===== src/rtl/permutation_core_if.sv =====
// permutation_core_if -- request/result bundle for permutation_core.
//   start      : begin a permutation (taken only while ready=1)
//   rounds_sel : 0 = p8, 1 = p12, sampled with start
//   state_in   : 320-bit input state {s0,s1,s2,s3,s4}, s0 in [319:256]
//   ready      : core idle and able to accept start
//   state_out  : core state register, meaningful while valid=1
//   valid      : permutation result available on state_out
//   ack        : consumer accepts the result (taken only while valid=1)
// master = requester/consumer side, slave = permutation core side.
interface permutation_core_if;
    logic         start;
    logic         rounds_sel;
    logic [319:0] state_in;
    logic         ready;
    logic [319:0] state_out;
    logic         valid;
    logic         ack;

    modport master (
        output start, rounds_sel, state_in, ack,
        input  ready, state_out, valid
    );

    modport slave (
        input  start, rounds_sel, state_in, ack,
        output ready, state_out, valid
    );
endinterface


===== src/rtl/permutation_core.sv =====
// permutation_core -- iterative Ascon permutation, one round per clock.
//   clk : rising-edge clock
//   rst : synchronous active-high reset (clears state, forces IDLE)
//   bus : permutation_core_if.slave (start/rounds_sel/state_in in,
//         ready/state_out/valid out, ack in)
// p12 runs rounds 0..11, p8 runs rounds 4..11; the result is held in
// DONE until ack. State word order: s0 = [319:256] ... s4 = [63:0].
module permutation_core (
    input  logic               clk,
    input  logic               rst,
    permutation_core_if.slave  bus
);

    typedef enum logic [1:0] {
        IDLE,
        RUN,
        DONE
    } fsm_t;

    fsm_t         fsm;
    logic [319:0] st;
    logic [3:0]   cnt;
    logic         idle_q;
    logic         valid_q;
    logic [319:0] round_out;

    // Per-word linear diffusion: x ^ (x >>> a) ^ (x >>> b).
    function automatic logic [63:0] pl(input logic [63:0] x,
                                       input int unsigned a,
                                       input int unsigned b);
        return x ^ ((x >> a) | (x << (64 - a)))
                 ^ ((x >> b) | (x << (64 - b)));
    endfunction

    logic [63:0] x0, x1, x2, x3, x4;
    logic [63:0] t0, t1, t2, t3, t4;

    always_comb begin
        x0 = st[319:256];
        x1 = st[255:192];
        x2 = st[191:128];
        x3 = st[127:64];
        x4 = st[63:0];
        // Round constant ((15-i)<<4)|i is simply {~i, i} for a 4-bit i.
        x2 = x2 ^ {56'd0, ~cnt, cnt};
        // Bitsliced 5-bit S-box across all 64 columns.
        x0 = x0 ^ x4;
        x4 = x4 ^ x3;
        x2 = x2 ^ x1;
        t0 = ~x0 & x1;
        t1 = ~x1 & x2;
        t2 = ~x2 & x3;
        t3 = ~x3 & x4;
        t4 = ~x4 & x0;
        x0 = x0 ^ t1;
        x1 = x1 ^ t2;
        x2 = x2 ^ t3;
        x3 = x3 ^ t4;
        x4 = x4 ^ t0;
        x1 = x1 ^ x0;
        x0 = x0 ^ x4;
        x3 = x3 ^ x2;
        x2 = ~x2;
        round_out = {pl(x0, 19, 28), pl(x1, 61, 39), pl(x2, 1, 6),
                     pl(x3, 10, 17), pl(x4, 7, 41)};
    end

    always_ff @(posedge clk) begin
        if (rst) begin
            fsm     <= IDLE;
            cnt     <= '0;
            st      <= '0;
            valid_q <= 1'b0;
            idle_q  <= 1'b1;
        end else begin
            case (fsm)
                IDLE: begin
                    if (bus.start) begin
                        st     <= bus.state_in;
                        cnt    <= bus.rounds_sel ? 4'd0 : 4'd4;
                        idle_q <= 1'b0;
                        fsm    <= RUN;
                    end
                end
                RUN: begin
                    st  <= round_out;
                    cnt <= cnt + 4'd1;
                    if (cnt == 4'd11) begin
                        valid_q <= 1'b1;
                        fsm     <= DONE;
                    end
                end
                DONE: begin
                    if (bus.ack) begin
                        valid_q <= 1'b0;
                        idle_q  <= 1'b1;
                        fsm     <= IDLE;
                    end
                end
                default: begin
                    valid_q <= 1'b0;
                    idle_q  <= 1'b1;
                    fsm     <= IDLE;
                end
            endcase
        end
    end

    // ready must drop while rst is held and rise in the first cycle
    // after release, so the registered idle flag is gated by rst.
    assign bus.ready     = idle_q & ~rst;
    assign bus.valid     = valid_q;
    assign bus.state_out = st;

endmodule

===== src/flat_wrapper.sv =====
// flat-port wrapper written by rule: the top's interface ports become plain ports
module permutation_core_flat 
  (clk, rst, bus_start, bus_rounds_sel, bus_state_in, bus_ack, bus_ready, bus_state_out, bus_valid);
  permutation_core_if bus_i ();
  input  logic clk;
  input  logic rst;
  input wire logic [$bits(bus_i.start)-1:0] bus_start;
  input wire logic [$bits(bus_i.rounds_sel)-1:0] bus_rounds_sel;
  input wire logic [$bits(bus_i.state_in)-1:0] bus_state_in;
  input wire logic [$bits(bus_i.ack)-1:0] bus_ack;
  output wire logic [$bits(bus_i.ready)-1:0] bus_ready;
  output wire logic [$bits(bus_i.state_out)-1:0] bus_state_out;
  output wire logic [$bits(bus_i.valid)-1:0] bus_valid;
  assign bus_i.start = bus_start;
  assign bus_i.rounds_sel = bus_rounds_sel;
  assign bus_i.state_in = bus_state_in;
  assign bus_i.ack = bus_ack;
  assign bus_ready = bus_i.ready;
  assign bus_state_out = bus_i.state_out;
  assign bus_valid = bus_i.valid;
  permutation_core u_core (.clk(clk), .rst(rst), .bus(bus_i));
endmodule

===== config.mk =====
export PLATFORM = sky130hd
export DESIGN_NAME = permutation_core_flat
export DESIGN_NICKNAME = d
export VERILOG_FILES = /design/src/rtl/permutation_core_if.sv /design/src/rtl/permutation_core.sv /design/src/flat_wrapper.sv
export SDC_FILE = /design/constraint.sdc
export NUM_CORES = 2
export LEC_CHECK = 0
export BUFFER_PORTS_ARGS = -buffer_cell sky130_fd_sc_hd__buf_2
export CAP_MARGIN = 5
export CELL_PAD_IN_SITES_DETAIL_PLACEMENT = 0
export CELL_PAD_IN_SITES_GLOBAL_PLACEMENT = 1
export CORE_MARGIN = 8
export CORE_UTILIZATION = 40
export DETAILED_ROUTE_END_ITERATION = 12
export PLACE_DENSITY_LB_ADDON = 0.1
export SLEW_MARGIN = 20
export SYNTH_ARGS = -nofsm -noshare
export SYNTH_HDL_FRONTEND = slang
export SYNTH_SLANG_ARGS = --single-unit

===== constraint.sdc =====
create_clock -name clk -period 6.7 [get_ports clk]
set_input_delay 1.675 -clock clk [delete_from_list [all_inputs] [get_ports clk]]
set_output_delay 1.675 -clock clk [all_outputs]
set_load 0.01 [all_outputs]

; Word-level counts from Yosys, hierarchy flattened
; Index checks and enable logic that the tools add are counted.
; W data, S select, Z words.
[op_classes]
addsub = 1
n_eq_ne = 6
muxes = 15
bitwise = 48
n_reduce_logical = 6
[op_table]
columns = op, n
row1 = $xor A64 B64 Y64, 21
row2 = $pmux W320 S2, 1
row3 = $not A64 Y64, 6
row4 = $and A64 B64 Y64, 5
row5 = $mux W320, 1
row6 = $or A23 B64 Y64, 1
row7 = $or A25 B64 Y64, 1
row8 = $or A3 B64 Y64, 1
row9 = $or A36 B64 Y64, 1
row10 = $or A45 B64 Y64, 1
row11 = $or A47 B64 Y64, 1
row12 = $or A54 B64 Y64, 1
row13 = $or A57 B64 Y64, 1
row14 = $or A58 B64 Y64, 1
row15 = $or A63 B64 Y64, 1
row16 = $xor A64 B8 Y64, 1
row17 = $reduce_and A3 Y1, 3
row18 = $pmux W4 S2, 1
row19 = $mux W2, 3
row20 = $pmux W1 S3, 2
row21 = $pmux W2 S3, 1
row22 = $add A4 B1 Y4 const B, 1
row23 = $eq A4 B4 Y1 const B, 1
row24 = $mux W1, 4
row25 = other kinds (12), 15
[word_totals]
register_bits = 328
input_bits = 325
out_inout_bits = 322

; Depth between registers and ports, before layout
[logic_depth]
ltp_word = 11
depth_mapped = 9

; Worst setup path before layout
; Ideal clock, no wire load.
[synth_path]
path_type = input to output
start = input rst
end = output bus_ready
arrival_time_ps = 2312
required_time_ps = 5025
path_slack_ps = 2713
stages = 3
path_cell_list = clkbuf_1 > clkbuf_1 > nor2b_1
[synth_via]
elab_chain_cells = 2
[synth_lines]
columns = element, line_no
row1 = start: declaration, flat_wrapper.sv:6  ; input logic rst;
row2 = $not A1 Y1, permutation_core.sv:111  ; assign bus.ready = idle_q & ~rst;
row3 = $and A1 B1 Y1, permutation_core.sv:111
row4 = end: declaration, flat_wrapper.sv:11  ; output wire logic [$bits(bus_i.ready)-1:0] bus_ready;
; No other way between the ends.

; Worst setup path after layout
; Ends and elaborated chain as after synthesis.

==> flow_summary.json <==
{
  "die_area_um2": 79980,
  "cp.arrival_ns": 2.26,
  "r2r_cells": 9,
  "grt_pass1_vias": 27260,
  "synth_area_per_cell_um2": 8.624,
  "core-area_um2": 71000,
  "ys_ff_latch": 328,
  "grt_pass1_wl_um": 215600,
  "area_growth_syn_to_layout_pct": 20.16,
  "cts_hold_buffers": 0,
  "async_reset_ff_share_pct": 0,
  "overflow": 0,
  "num_vias": 28582,
  "tightest_slew_ns": 1.335,
  "whs_endpoint": "u_core.bus.state_out[75]$_SDFFE_PP0P_",
  "placement.io_buffers": 646,
  "htreeDepth": 2,
  "die_w_um": 282.8,
  "via_per_inst": 5.874,
  "ios": 647,
  "drive_above_1_share_pct": 22.48,
  "placed_area_um2": 32740,
  "yosysUniqueCellTypes": 46,
  "clk_latency_ns": 0.60,
  "crit_required_ns": 5.03,
  "grt_max_degree": 193,
  "yosys_most_used_dff": "dfxtp_1",
  "min_period_ns": 3.936,
  "synth_fp_nets": 3756,
  "crit_type": "in -> out",
  "syn_inst": 3302,
  "hold_start": "u_core.bus.state_out[75]$_SDFFE_PP0P_",
  "firstDrtPassIters": 9,
  "slew-limit-headroom_pct": 10.34,
  "cts.sinks": 328,
  "timing.rr.end": "u_core.bus.state_out[144]$_SDFFE_PP0P_",
  "dp_hpwl_um": 129800,
  "r2r_setup_slack_ns": 3.25,
  "drc": 0,
  "ys_seq_area_share_pct": 23.06,
  "grt_usage_pct": 38.22,
  "numCtsBuffers": 44,
  "ctsRootBufferMaster": "clkbuf_16",
  "final_area_um2": 34220,
  "synth_edf_count": 0,
  "antenna_found_initial": 10,
  "fin_worst_skew_ns": 0.01526,
  "cts_tree": "done",
  "nets": 4333,
  "first_iter_violations": 4066,
  "final_cells": 4866,
  "r2r_start": "u_core.fsm[0]$_SDFFE_PP0P_",
  "post-cts-setup-buffers": 0,
  "antenna_left": 0,
  "clock_path_buffers": 3,
  "hp-class": "reg -> reg",
  "fmax_mhz": 254.0,
  "cts_resized": 0,
  "hold_depth": 2,
  "routed_wl_um": 159600,
  "clk_pin_slew_ns": 0.06,
  "drv_slew": 0,
  "start_util_pct": 40.11,
  "fin_crit_sh_pct": 58.75,
  "drv_cap": 0,
  "fillers": 7224,
  "outcome": "completed",
  "die_h_um": 282.8,
  "setup_tns_ns": 0,
  "wire_per_inst_um": 32.80,
  "cp-start-kind": "input pin",
  "synth_area_um2": 28470,
  "finalSetupViolations": 0,
  "rows": 98,
  "worst-path-max-fanout": 43,
  "critPathCaptureType": "output port",
  "rsz0062_at_grt": "no",
  "yosys_warnings": 0,
  "dpl.cell_count": 4782,
  "place.gp.congestion": 1.088,
  "hold_viol_final": 0
}
==> through the flow <==
stage	hold WS [ns]	setup slack, ns	utilization [%]
finish	0.5027	2.764	48.19
global route	0.5280	2.738	48.18
CTS	0.4964	2.773	48.14
detailed placement	0.4836	2.422	46.12
global placement	0.4750	2.448	46.12
floorplan	0.4743	2.713	-
==> worst max-delay path, cell delays in order <==
cell,delay [ns]
clkbuf_8,0.32
nor2b_1,0.08
buf_2,0.15
==> cells in the mapped netlist (all sizes together), types with 2 or more instances <==
library cell / n / area [µm²]
nor2: 277 / 1042
or3: 79 / 494.2
o221a: 8 / 90.09
nand2: 250 / 938.4
a31oi: 22 / 137.6
and4: 20 / 175.2
xnor2: 693 / 6407
inv: 195 / 732.0
and3: 15 / 93.84
clkbuf: 146 / 598.1
o22ai: 29 / 181.4
maj3: 64 / 666.9
a22oi: 36 / 270.3
xor2: 272 / 2427
nand3: 80 / 400.4
ha: 129 / 1614
a311oi: 7 / 61.31
a21oi: 75 / 379.1
a41oi: 80 / 700.7
a211oi: 139 / 1049
buf: 36 / 170.2
dfxtp: 328 / 6566
nor2b: 4 / 25.02
nand2b: 2 / 12.51
mux2i: 45 / 450.4
xnor3: 63 / 1419
o21ai: 136 / 680.7
a222oi: 60 / 600.6
o22a: 7 / 61.31
==> cell type report <==
cell class	count	area [µm²]	share of cell area, %
Tap cell	950	1189	3.474
Antenna cell	6	15.01	0.04388
Inverter	196	737.0	2.154
Clock buffer	61	1266	3.701
Timing Repair Buffer	713	3811	11.14
Sequential cell	328	6566	19.19
Multi-Input combinational cell	2596	20470	59.82
Clock inverter	16	163.9	0.4790
==> cells by family (layout without fill, tap and decap cells) <==
| kind of cell | Yosys count | count (layout) | synth area share [%] |
|---|---|---|---|
| muxes | 45 | 45 | 1.582 |
| and+or+nand+nor | 730 | 730 | 11.24 |
| xor gates and xnor gates | 1028 | 1028 | 36.01 |
| buffers and inverters | 378 | 986 | 5.282 |
| DFF | 328 | 328 | 23.06 |
| AOI/OAI and AO/OA | 600 | 600 | 14.82 |
| adders and majority gates | 193 | 193 | 8.010 |
| other | 0 | 6 | 0 |
==> placed cells by master (no fill, tap or decap), types with 4 or more instances in the layout <==
cell type	instances
ha_1	129
maj3_2	21
nand2_1	248
xnor3_1	63
buf_2	645
dfxtp_1	328
diode_2	6
a31oi_1	22
buf_4	61
a222oi_1	60
nand3_1	80
clkbuf_16	45
clkbuf_8	9
buf_12	5
nor2_1	275
xor2_1	266
clkbuf_1	8
xor2_2	6
inv_1	191
a21oi_1	74
o22a_1	7
and3_1	15
a22oi_1	36
xnor2_1	646
o21ai_0	132
o221a_2	8
o21ai_1	4
mux2i_1	45
inv_2	4
a211oi_1	138
a311oi_1	7
clkinv_2	11
a41oi_1	80
xnor2_2	47
maj3_1	43
or3_1	79
and4_1	20
o22ai_1	29
==> layer usage <==
layer | GRT usage [%] | wire (µm) | share of wire (%)
met4 | 22.68 | 11390 | 7.1
met5 | 0 | 12 | 0.0075
met2 | 58.17 | 68580 | 43
met3 | 10.06 | 18240 | 11
met1 | 48.35 | 61380 | 38
==> worst max path at each step <==
stage | from | endpoint | slack (ns)
final | rst | bus_ready | 2.76
after global routing | rst | bus_ready | 2.74
after CTS | rst | bus_ready | 2.77
after detailed placement | bus_start | u_core.bus.state_out[215]$_SDFFE_PP0P_ | 2.42
after global placement | bus_start | u_core.bus.state_out[89]$_SDFFE_PP0P_ | 2.45
after floorplan | rst | bus_ready | 2.71
==> registers in the layout, summed over array words and instances, names as in the netlist <==
| signal | cells |
|---|---|
| u_core.cnt | 4 |
| u_core.bus.state_out | 320 |
| u_core.bus.valid | 1 |
| u_core.fsm | 2 |
| u_core.idle_q | 1 |
Power is not shown: default switching activity piles up to over one toggle a cycle in this logic, so the estimate is an artifact.
